--- src/rtl/mem_arbiter.sv ---
// Two-port memory arbiter: shares one memory port between an instruction fetch
// requester and a data load/store requester, with starvation guard and timeout.
module mem_arbiter #(
  parameter int unsigned MAX_WAIT     = 15,
  parameter int unsigned STARVE_LIMIT = 2
) (
  input  logic        clk,
  input  logic        rst,
  input  logic        if_req,
  input  logic [31:0] if_addr,
  output logic [31:0] if_rdata,
  output logic        if_ready,
  input  logic        d_req,
  input  logic        d_we,
  input  logic [31:0] d_addr,
  input  logic [31:0] d_wdata,
  output logic [31:0] d_rdata,
  output logic        d_ready,
  output logic        mem_ce,
  output logic        mem_we,
  output logic [31:0] mem_addr,
  output logic [31:0] mem_wdata,
  input  logic [31:0] mem_rdata,
  input  logic        mem_ack,
  output logic        err,
  output logic        stall_o
);

  localparam int unsigned WAIT_W   = 8;
  localparam int unsigned STARVE_W = 3;
  localparam logic [WAIT_W-1:0]   WAIT_LAST  = WAIT_W'(MAX_WAIT - 1);
  localparam logic [STARVE_W-1:0] STARVE_MAX = STARVE_W'(STARVE_LIMIT);

  typedef enum logic [1:0] {IDLE, BUSY_IF, BUSY_D} state_t;

  state_t              state, state_d;
  logic [STARVE_W-1:0] starve_cnt, starve_d;
  logic [WAIT_W-1:0]   wait_cnt, wait_d;
  logic                ce_d, we_d, if_ready_d, d_ready_d, err_d;
  logic [31:0]         addr_d, wdata_d, if_rdata_d, d_rdata_d;

  // Registered state and outputs; reset abandons any access without a ready pulse.
  always_ff @(posedge clk or negedge rst) begin
    if (!rst) begin
      state      <= IDLE;
      starve_cnt <= '0;
      wait_cnt   <= '0;
      mem_ce     <= 1'b0;
      mem_we     <= 1'b0;
      mem_addr   <= '0;
      mem_wdata  <= '0;
      if_ready   <= 1'b0;
      d_ready    <= 1'b0;
      err        <= 1'b0;
      if_rdata   <= '0;
      d_rdata    <= '0;
    end else begin
      state      <= state_d;
      starve_cnt <= starve_d;
      wait_cnt   <= wait_d;
      mem_ce     <= ce_d;
      mem_we     <= we_d;
      mem_addr   <= addr_d;
      mem_wdata  <= wdata_d;
      if_ready   <= if_ready_d;
      d_ready    <= d_ready_d;
      err        <= err_d;
      if_rdata   <= if_rdata_d;
      d_rdata    <= d_rdata_d;
    end
  end

  // Next-state, arbitration and completion logic.
  always_comb begin
    state_d    = state;
    starve_d   = starve_cnt;
    wait_d     = wait_cnt;
    ce_d       = mem_ce;
    we_d       = mem_we;
    addr_d     = mem_addr;
    wdata_d    = mem_wdata;
    if_ready_d = 1'b0;
    d_ready_d  = 1'b0;
    err_d      = 1'b0;
    if_rdata_d = if_rdata;
    d_rdata_d  = d_rdata;

    unique case (state)
      IDLE: begin
        // A ready pulse marks a turnaround cycle: its requester is still holding
        // the completed request, so nothing is granted until it has seen ready.
        if (!if_ready && !d_ready) begin
          if (if_req && (starve_cnt == STARVE_MAX || !d_req)) begin
            state_d  = BUSY_IF;
            starve_d = '0;
            wait_d   = '0;
            ce_d     = 1'b1;
            we_d     = 1'b0;
            addr_d   = if_addr;
          end else if (d_req) begin
            state_d  = BUSY_D;
            wait_d   = '0;
            ce_d     = 1'b1;
            we_d     = d_we;
            addr_d   = d_addr;
            wdata_d  = d_wdata;
            if (!if_req)
              starve_d = '0;
            else if (starve_cnt < STARVE_MAX)
              starve_d = starve_cnt + STARVE_W'(1);
          end
        end
      end
      BUSY_IF, BUSY_D: begin
        if (mem_ack || wait_cnt == WAIT_LAST) begin
          state_d = IDLE;
          ce_d    = 1'b0;
          err_d   = !mem_ack;
          if (state == BUSY_IF) begin
            if_ready_d = 1'b1;
            if_rdata_d = mem_ack ? mem_rdata : '0;
          end else begin
            d_ready_d = 1'b1;
            d_rdata_d = mem_ack ? mem_rdata : '0;
          end
        end else begin
          wait_d = wait_cnt + WAIT_W'(1);
        end
      end
      default: begin
        state_d = IDLE;
        ce_d    = 1'b0;
      end
    endcase
  end

  assign stall_o = (if_req & ~if_ready) | (d_req & ~d_ready);

endmodule

--- config.mk ---
export PLATFORM = sky130hd
export DESIGN_NAME = mem_arbiter
export DESIGN_NICKNAME = d
export VERILOG_FILES = /design/src/rtl/mem_arbiter.sv
export SDC_FILE = /design/constraint.sdc
export NUM_CORES = 1
export LEC_CHECK = 0
export BUFFER_PORTS_ARGS = -buffer_cell sky130_fd_sc_hd__buf_2
export CAP_MARGIN = 20
export CORE_MARGIN = 1.5
export CORE_UTILIZATION = 52
export CTS_BUF_LIST = sky130_fd_sc_hd__clkbuf_16
export DETAILED_ROUTE_END_ITERATION = 16
export PLACE_DENSITY = 0.83
export SYNTH_ARGS = -nofsm -noshare
export SYNTH_HDL_FRONTEND = slang
export SYNTH_SLANG_ARGS = --single-unit
--- constraint.sdc ---
create_clock -name clk -period 5.13 [get_ports clk]
set_input_delay 0.2565 -clock clk [delete_from_list [all_inputs] [get_ports clk]]
set_output_delay 0.2565 -clock clk [all_outputs]
set_load 0.01 [all_outputs]
; ---- Word level (Yosys, flattened, before mapping)
; Index checks and enable logic that the tools add are counted.
[op_classes]
addsub = 2
n_lt_le_gt_ge = 1
eq_ne = 9
muxes = 32
n_bitwise = 7
n_reduce_logical = 19
[ops]
columns = op, count
row1 = $mux 32, 3
row2 = $mux 8, 4
row3 = $pmux 8 s2, 1
row4 = $mux 1, 14
row5 = $mux 3, 4
row6 = $reduce_and 3->1, 4
row7 = $reduce_and 4->1, 3
row8 = $add 8x1->8 const B, 1
row9 = $eq 8x4->1 const B, 1
row10 = $mux 2, 4
row11 = $ne 2x2->1 const B, 3
row12 = $logic_not 1->1, 4
row13 = $not 1->1, 4
row14 = $pmux 2 s2, 1
row15 = $reduce_bool 2->1, 2
row16 = $add 3x1->3 const B, 1
row17 = $eq 3x2->1 const B, 1
row18 = $lt 3x2->1 const B, 1
row19 = $ne 3x1->1 const B, 1
row20 = $ne 3x3->1 const B, 1
row21 = $and 1x1->1, 2
row22 = $eq 2x1->1 const B, 1
row23 = $eq 2x2->1 const B, 1
row24 = $logic_and 1x1->1, 2
row25 = other kinds (5), 6
[word_totals]
regBits = 146
in_bits = 134
output_inout_bits = 134
wordCells = 82

; ---- Depth between registers and ports, before layout
; Gate-level depths: netlist of the first run.
[depth]
word_depth = 6
mapped_depth = 8
depth_no_buf = 6

; ---- Least setup slack after synthesis of the first run
; Ideal clock, no wire load.
[synth_path]
kind = register to register
from = register state[0]
to = register if_rdata[0]
setup_time_ns = 0.125
t_arrival_ns = 1.881
required_ns = 5.005
setup_slack_ns = 3.124
path_stages_with_launch = 9
n_path_buf = 3
period_less_slack_ns = 2.006
path_cell_list = dfrtp_1 inv_1 ha_1 clkbuf_1 a22oi_2 or2_1 buf_6 buf_12 mux2_4
[synth_via]
elab_chain_len = 3
word_cells_on_any_way = 4
[synth_lines]
columns = item, line
row1 = "start, declared", 36  ; state_t state, state_d;
row2 = "start signal, assigned", 58  ; state <= state_d;
row3 = $eq 2x1->1 / $eq 2x2->1 (equally long branches), "88, 119"
row4 = $reduce_or 2->1, 88  ; unique case (state)
row5 = $reduce_and 3->1 (no source line) *, -
row6 = "end signal, assigned", 68  ; if_rdata <= if_rdata_d;
row7 = "end, declared", 11  ; output logic [31:0] if_rdata,
; Every way passes the cells marked *; elsewhere a longest branch is shown, timed or not.
; A chain may end at the register's enable or synchronous reset.

; ---- Worst setup path after layout of the first run
[layout_path]
from = register state[0]
to = register if_rdata[21]
; The elaborated chain is that of the path after synthesis.

==> impl_metrics.ini, run 1 <==
[floorplanning]
die-width_um = 114
floorplan.die_area_um2 = 13000
std_cell_rows = 40
io_pins = 268
core_area_um2 = 12000
die_height_um = 114
initial_core_util = 0.532

[global_route]
number_of_antenna_violations_at_the_first_check_in_global_routing = 0
grt_pass1_wl_um = 25700
grt.overflow.total = 0
grtUsageTotal = 0.257
vias_in_the_first_global_route = 5004
maximum_number_of_pins_on_one_net_before_global_route_repair = 117

[timing]
max_slew.worst_pin.slew_ns = 1.08
setup-violations-final = 0
clock.fmax_mhz = 360
min_period_over_period = 0.541
rsz_0062_raised_after_global_routing = false
finalHoldViolCount = 0
fin_worst_skew_ns = 0.00641
tns_ns = 0
slew-limit-headroom = 0.281
maxSlewViolCount = 0
final.setup.worst_slack_ns = 2.35
period_minus_slack_ns = 2.78

[drt]
route.detailed.drc = 0
viasPerCell = 5.31
wire_per_inst_um = 17.4
route.final.wire_length_um = 16500
firstDrtPassIters = 4
num_vias = 5027
antenna_left = 0
drt-initial-drc-count = 197

[setup_path]
timing.critical_path.fanout_max = 33
rr_startpoint = state[0]
critPathTopFamily = simple AND/OR/NAND/NOR gates
crit_start = state[0]
timing.critical_path.slowest_cell_delay_ns = 0.88
cp_slowest_cell = or2_2
cp_data_arrival_time_ns = 3.07
crit_buf_inv = 1
crit_type = reg2reg
crit_required_ns = 5.42
start_kind = flop
critPathCaptureType = flop
worstPathCellList = inv_1 > ha_1 > nor4b_2 > a22oi_2 > or2_2 > mux2_2

[clock_tree]
cts_made_buffers = 17
cts.htree.levels = 4
tritoncts_clock_tree = built
clk_pin_slew_worst_paths_ns = 0.06
clk_latency_ns = 0.42
cts.sinks = 146
clock_path_buffers = 2
number_of_hold_buffers_added_after_cts = 0
post_cts_resize_count = 0
post-cts-setup-buffer-count = 0
cts_root_buf = clkbuf_16

[final_layout]
finish.net_count = 928
layout.core_utilization = 0.702
antennaDiodeCount = 0
fin_area_um2 = 8430
synthesis_to_finish_area_growth_pct = 31.9
drive_above_1_share = 0.505

[placed_design]
place_worst_setup_slack_ns = 2.35
detailed_place_hpwl_um = 12000
io_buffer_count = 267
finalWeightedCongestion = 0.832
postPlaceCellArea_um2 = 7810

[run]
max_cap_violations = 0

[logic_synthesis]
synth.ff_latch_count = 146
synth.yosys.warnings = 0
async_flop_share = 1.00
post_synth_mux_area_share = 0.186
synth_xor_xnor_area_share = 0
synthesized_area_fraction_occupied_by_ao_oa_aoi_and_oai_cells = 0.0703
syn-num-nets = 665
synth_enable_flop_cells = 0
synth.lib_cells_used.distinct = 40
synth.yosys.seq_area_share = 0.571
mappedNetlistArea_um2 = 6390
synth_top_family_by_area = multiplexers
yosys.area_share.simple = 0.124
synth_adder_area_share = 0.0117
netlist_instances = 525
ys_dominant_reg_cell = dfrtp_1
avgSynthCellArea_um2 = 12.2

[power_and_ir_drop]
total_leakage_power_nw = 4.43
power_density_nw_per_um2 = 623
peakVddDrop_v = 0.000373
fin_total_pwr_w = 0.00525

[status]
run_status = completed

[hold_path]
timing.hold.worst.start = d_wdata[6]
min-delay-path-class = in2reg
## synth_stat cells (all sizes together), types with 2 or more instances
master,count,area share
and3,3,0.0031
o21ai,3,0.0023
a22o,3,0.0041
a21oi,5,0.0039
o22ai,2,0.0020
nand3,5,0.0039
nand2b,6,0.0059
nor4,2,0.0020
and2,32,0.031
clkbuf,14,0.0082
inv,12,0.0070
a31oi,41,0.040
nand2,69,0.041
or3,2,0.0020
nor2,39,0.023
ha,6,0.012
o31ai,5,0.0067
o21a,2,0.0023
mux2,96,0.19
dfrtp,146,0.57
nor2b,3,0.0029
nor4b,2,0.0047
buf,17,0.021
## report_power, final
group          internal (W)  total, W  switching (W)
registers           0.00166   0.00196       0.000297
logic               0.00100   0.00206        0.00106
clock network      0.000760   0.00123       0.000472
## stage by stage
stage,hold WS [ns],cells
CTS,0.0377,945
global route,0.0496,947
floorplan,-0.0391,525
global placement,0.464,913
finish,0.0660,947
detailed placement,0.484,914
## path summary, 6_finish.rpt
| check | depth (start not counted) | endpoint | slack, ns |
|---|---|---|---|
| min in group asynchronous | 2 | if_rdata[0] | 0.22 |
| min reg2reg | 1 | mem_ce | 0.50 |
| max reg2reg | 6 | if_rdata[21] | 2.35 |
| max | 6 | if_rdata[21] | 2.35 |
| max in group asynchronous | 4 | mem_we | 3.74 |
| min | 2 | mem_wdata[6] | 0.07 |
## area by class of cell
cell class / instances / area [µm²]
inverter: 12 / 45.0
fill: 843 / 3580
sequential: 146 / 3650
clock buffer: 17 / 425
tap: 147 / 184
clock inverter: 14 / 161
multi-input combinational: 336 / 2520
timing repair buffer: 275 / 1450
## cells by family (layout without fill, tap and decap cells)
logic type / after synthesis / after routing
compound gates: 67 / 67
fa+ha+maj: 6 / 6
buf+inv: 43 / 318
flops: 146 / 146
mux: 96 / 96
simple gates: 167 / 167
## cell usage in the layout (no fill, tap or decap), types with 3 or more instances in the layout
| cell | n |
|---|---|
| clkbuf_16 | 17 |
| nor2b_1 | 3 |
| nor2_1 | 38 |
| a31oi_1 | 41 |
| nand3_1 | 5 |
| bufinv_16 | 3 |
| mux2_2 | 66 |
| inv_6 | 4 |
| o21ai_0 | 3 |
| nand2b_1 | 6 |
| a21oi_1 | 4 |
| a22o_1 | 3 |
| and2_1 | 32 |
| dfrtp_1 | 146 |
| buf_4 | 5 |
| clkinv_1 | 4 |
| o31ai_1 | 4 |
| nand2_1 | 69 |
| inv_1 | 12 |
| ha_1 | 6 |
| mux2_4 | 29 |
| buf_2 | 266 |
## routing by layer
metal,share of wire,global-route usage
met5,0,0
met2,0.51,0.445
met3,0.076,0.0701
met1,0.39,0.308
met4,0.020,0.0958
## sequential cells by signal, summed over array words and instances, names as in the netlist
register,flops
d_rdata,32
if_rdata,32
mem_addr,32
mem_wdata,32
wait_cnt,8
starve_cnt,3
state,2
d_ready,1
err,1
if_ready,1
mem_ce,1
mem_we,1
## worst reg2reg max path: cells and delay by family, from the launching register on
family	cells	cell delay [ns]
AO/OA/AOI/OAI	1	0.23
adder cells (fa/ha/maj)	1	0.44
buffers and inverters	1	0.06
flip-flops	1	0.38
multiplexers	1	0.44
AND/OR/NAND/NOR	2	1.12
Note: power is estimated with default switching activity, not from simulation.
==> inputs of run 2 (changes only) <==
- CORE_UTILIZATION: 52 -> 48
- PLACE_DENSITY: 0.83 -> 0.77
- clock period: 5.13 -> 2.7 ns (I/O delays scaled with it)
==> impl_metrics.ini, run 2 (synthesis gave the netlist of run 1 again) <==
[setup_path]
timing.critical_path.fanout_max = 73
crit_required_ns = 3.05
critPathCaptureType = flop
cp_data_arrival_time_ns = 2.83
start_kind = flop
crit_type = reg2reg
worst-r2r-cell-count = 7

[floorplanning]
initial_core_util = 0.499
std_cell_rows = 41
die-width_um = 118
floorplan.die_area_um2 = 14000
die_height_um = 118
io_pins = 268
core_area_um2 = 12800

[global_route]
vias_in_the_first_global_route = 5879
grtUsageTotal = 0.265
number_of_antenna_violations_at_the_first_check_in_global_routing = 0
grt.overflow.total = 0
grt_pass1_wl_um = 29400
maximum_number_of_pins_on_one_net_before_global_route_repair = 74

[timing]
period_minus_slack_ns = 2.48
rsz_0062_raised_after_global_routing = false
min_period_over_period = 0.918
fin_hold_ws_ns = 0.0335
maxSlewViolCount = 0
finalHoldViolCount = 0
clock.fmax_mhz = 403
max_slew.worst_pin.slew_ns = 0.689
fin_worst_skew_ns = 0.00646
slew-limit-headroom = 0.538
tns_ns = 0
setup-violations-final = 0

[status]
run_status = completed

[clock_tree]
clk_pin_slew_worst_paths_ns = 0.06
clk_latency_ns = 0.41
cts.htree.levels = 4
cts_root_buf = clkbuf_16
post-cts-setup-buffer-count = 0
cts.sinks = 146
cts_made_buffers = 17
tritoncts_clock_tree = built
clock_path_buffers = 2

[hold_path]
worst_hold_path.num_cells = 3
min-delay-path-class = in2reg

[final_layout]
finish.net_count = 1027
top_library_cells_by_usage_in_the_layout_fill_and_taps_aside = buf_2 (266), dfrtp_1 (146), dlygate4sd3_1 (97), nand2_1 (69), mux2_2 (66)
drive_above_1_share = 0.458
antennaDiodeCount = 0
layoutNonFillerInstCount = 1072
mostFrequentLayoutCell = buf_2
fin_area_um2 = 9520
synthesis_to_finish_area_growth_pct = 48.9

[drt]
drt-initial-drc-count = 308
num_vias = 5579
wire_per_inst_um = 17.0
antenna_left = 0
route.final.wire_length_um = 18200
firstDrtPassIters = 5
viasPerCell = 5.20
route.detailed.drc = 0

[power_and_ir_drop]
peakVddDrop_v = 0.000570
power_density_nw_per_um2 = 1140
total_leakage_power_nw = 4.86
fin_total_pwr_w = 0.0109

[placed_design]
finalWeightedCongestion = 0.870
detailed_place_hpwl_um = 11200
io_buffer_count = 267
postPlaceCellArea_um2 = 7890
dpl.cell_count = 943

[run]
max_cap_violations = 0
## run 2: cell types whose count changed in the layout (fill, tap and decap cells not counted), moves of 3 or more
cell	before	now
clkinv_1	4	0
buf_12	0	3
clkinv_4	1	5
dlygate4sd3_1	1	97
## run 2: worst max-delay path, stage by stage (launching register included)
cell and delay (ns):
dfrtp_1 0.39, inv_1 0.09, ha_1 0.33, nor4b_4 0.33
buf_12 0.31, nor2_1 0.11, a31oi_1 0.23, dlygate4sd3_1 0.59
## run 2: path summary, 6_finish.rpt
check                              start             to  slack, ns
hold / removal                 d_addr[0]    mem_addr[0]       0.03
min in group asynchronous            rst    d_rdata[28]       0.25
max in group asynchronous            rst   mem_wdata[6]       1.65
setup reg to reg                state[1]   mem_addr[21]       0.22
hold reg to reg            mem_wdata[27]  mem_wdata[27]       0.50
setup / recovery                state[1]   mem_addr[21]       0.22
## run 2: area by class of cell
| type | instances | area, µm² |
|---|---|---|
| Clock inverter | 15 | 231 |
| Timing Repair Buffer | 374 | 2430 |
| Sequential cell | 146 | 3650 |
| Clock buffer | 17 | 425 |
| Inverter | 12 | 45.0 |
| Fill cell | 809 | 3300 |
| Tap cell | 172 | 215 |
| Multi-Input combinational cell | 336 | 2520 |
## run 2: what timing repair did
| action | CTS | global route |
|---|---|---|
| hold buffers | 97 | 0 |
| endpoints found under the hold margin | 120 | 0 |
| resized for setup | 0 | 0 |
## run 2: stage by stage
| stage | setup WS [ns] | utilization |
|---|---|---|
| after floorplan | 0.694 | - |
| after global placement | 0.384 | 0.615 |
| after detailed placement | 0.310 | 0.615 |
| after CTS | 0.314 | 0.742 |
| after global routing | 0.118 | 0.742 |
| final | 0.222 | 0.742 |
## run 2: power breakdown
part | switching [W] | total [W] | internal [W] | leakage (nW)
Clock | 0.000935 | 0.00259 | 0.00165 | 0.314
Combinational | 0.00214 | 0.00454 | 0.00240 | 2.73
Sequential | 0.000589 | 0.00375 | 0.00316 | 1.82
Total | 0.00367 | 0.0109 | 0.00721 | 4.86
## run 2: layer usage
metal | global-route usage | share of wire | vias to the layer above
met5 | 0 | 0 | -
met4 | 0.127 | 0.035 | 0
met3 | 0.0647 | 0.065 | 55
met1 | 0.305 | 0.39 | 2691
met2 | 0.462 | 0.51 | 278
li1 | - | - | 2555
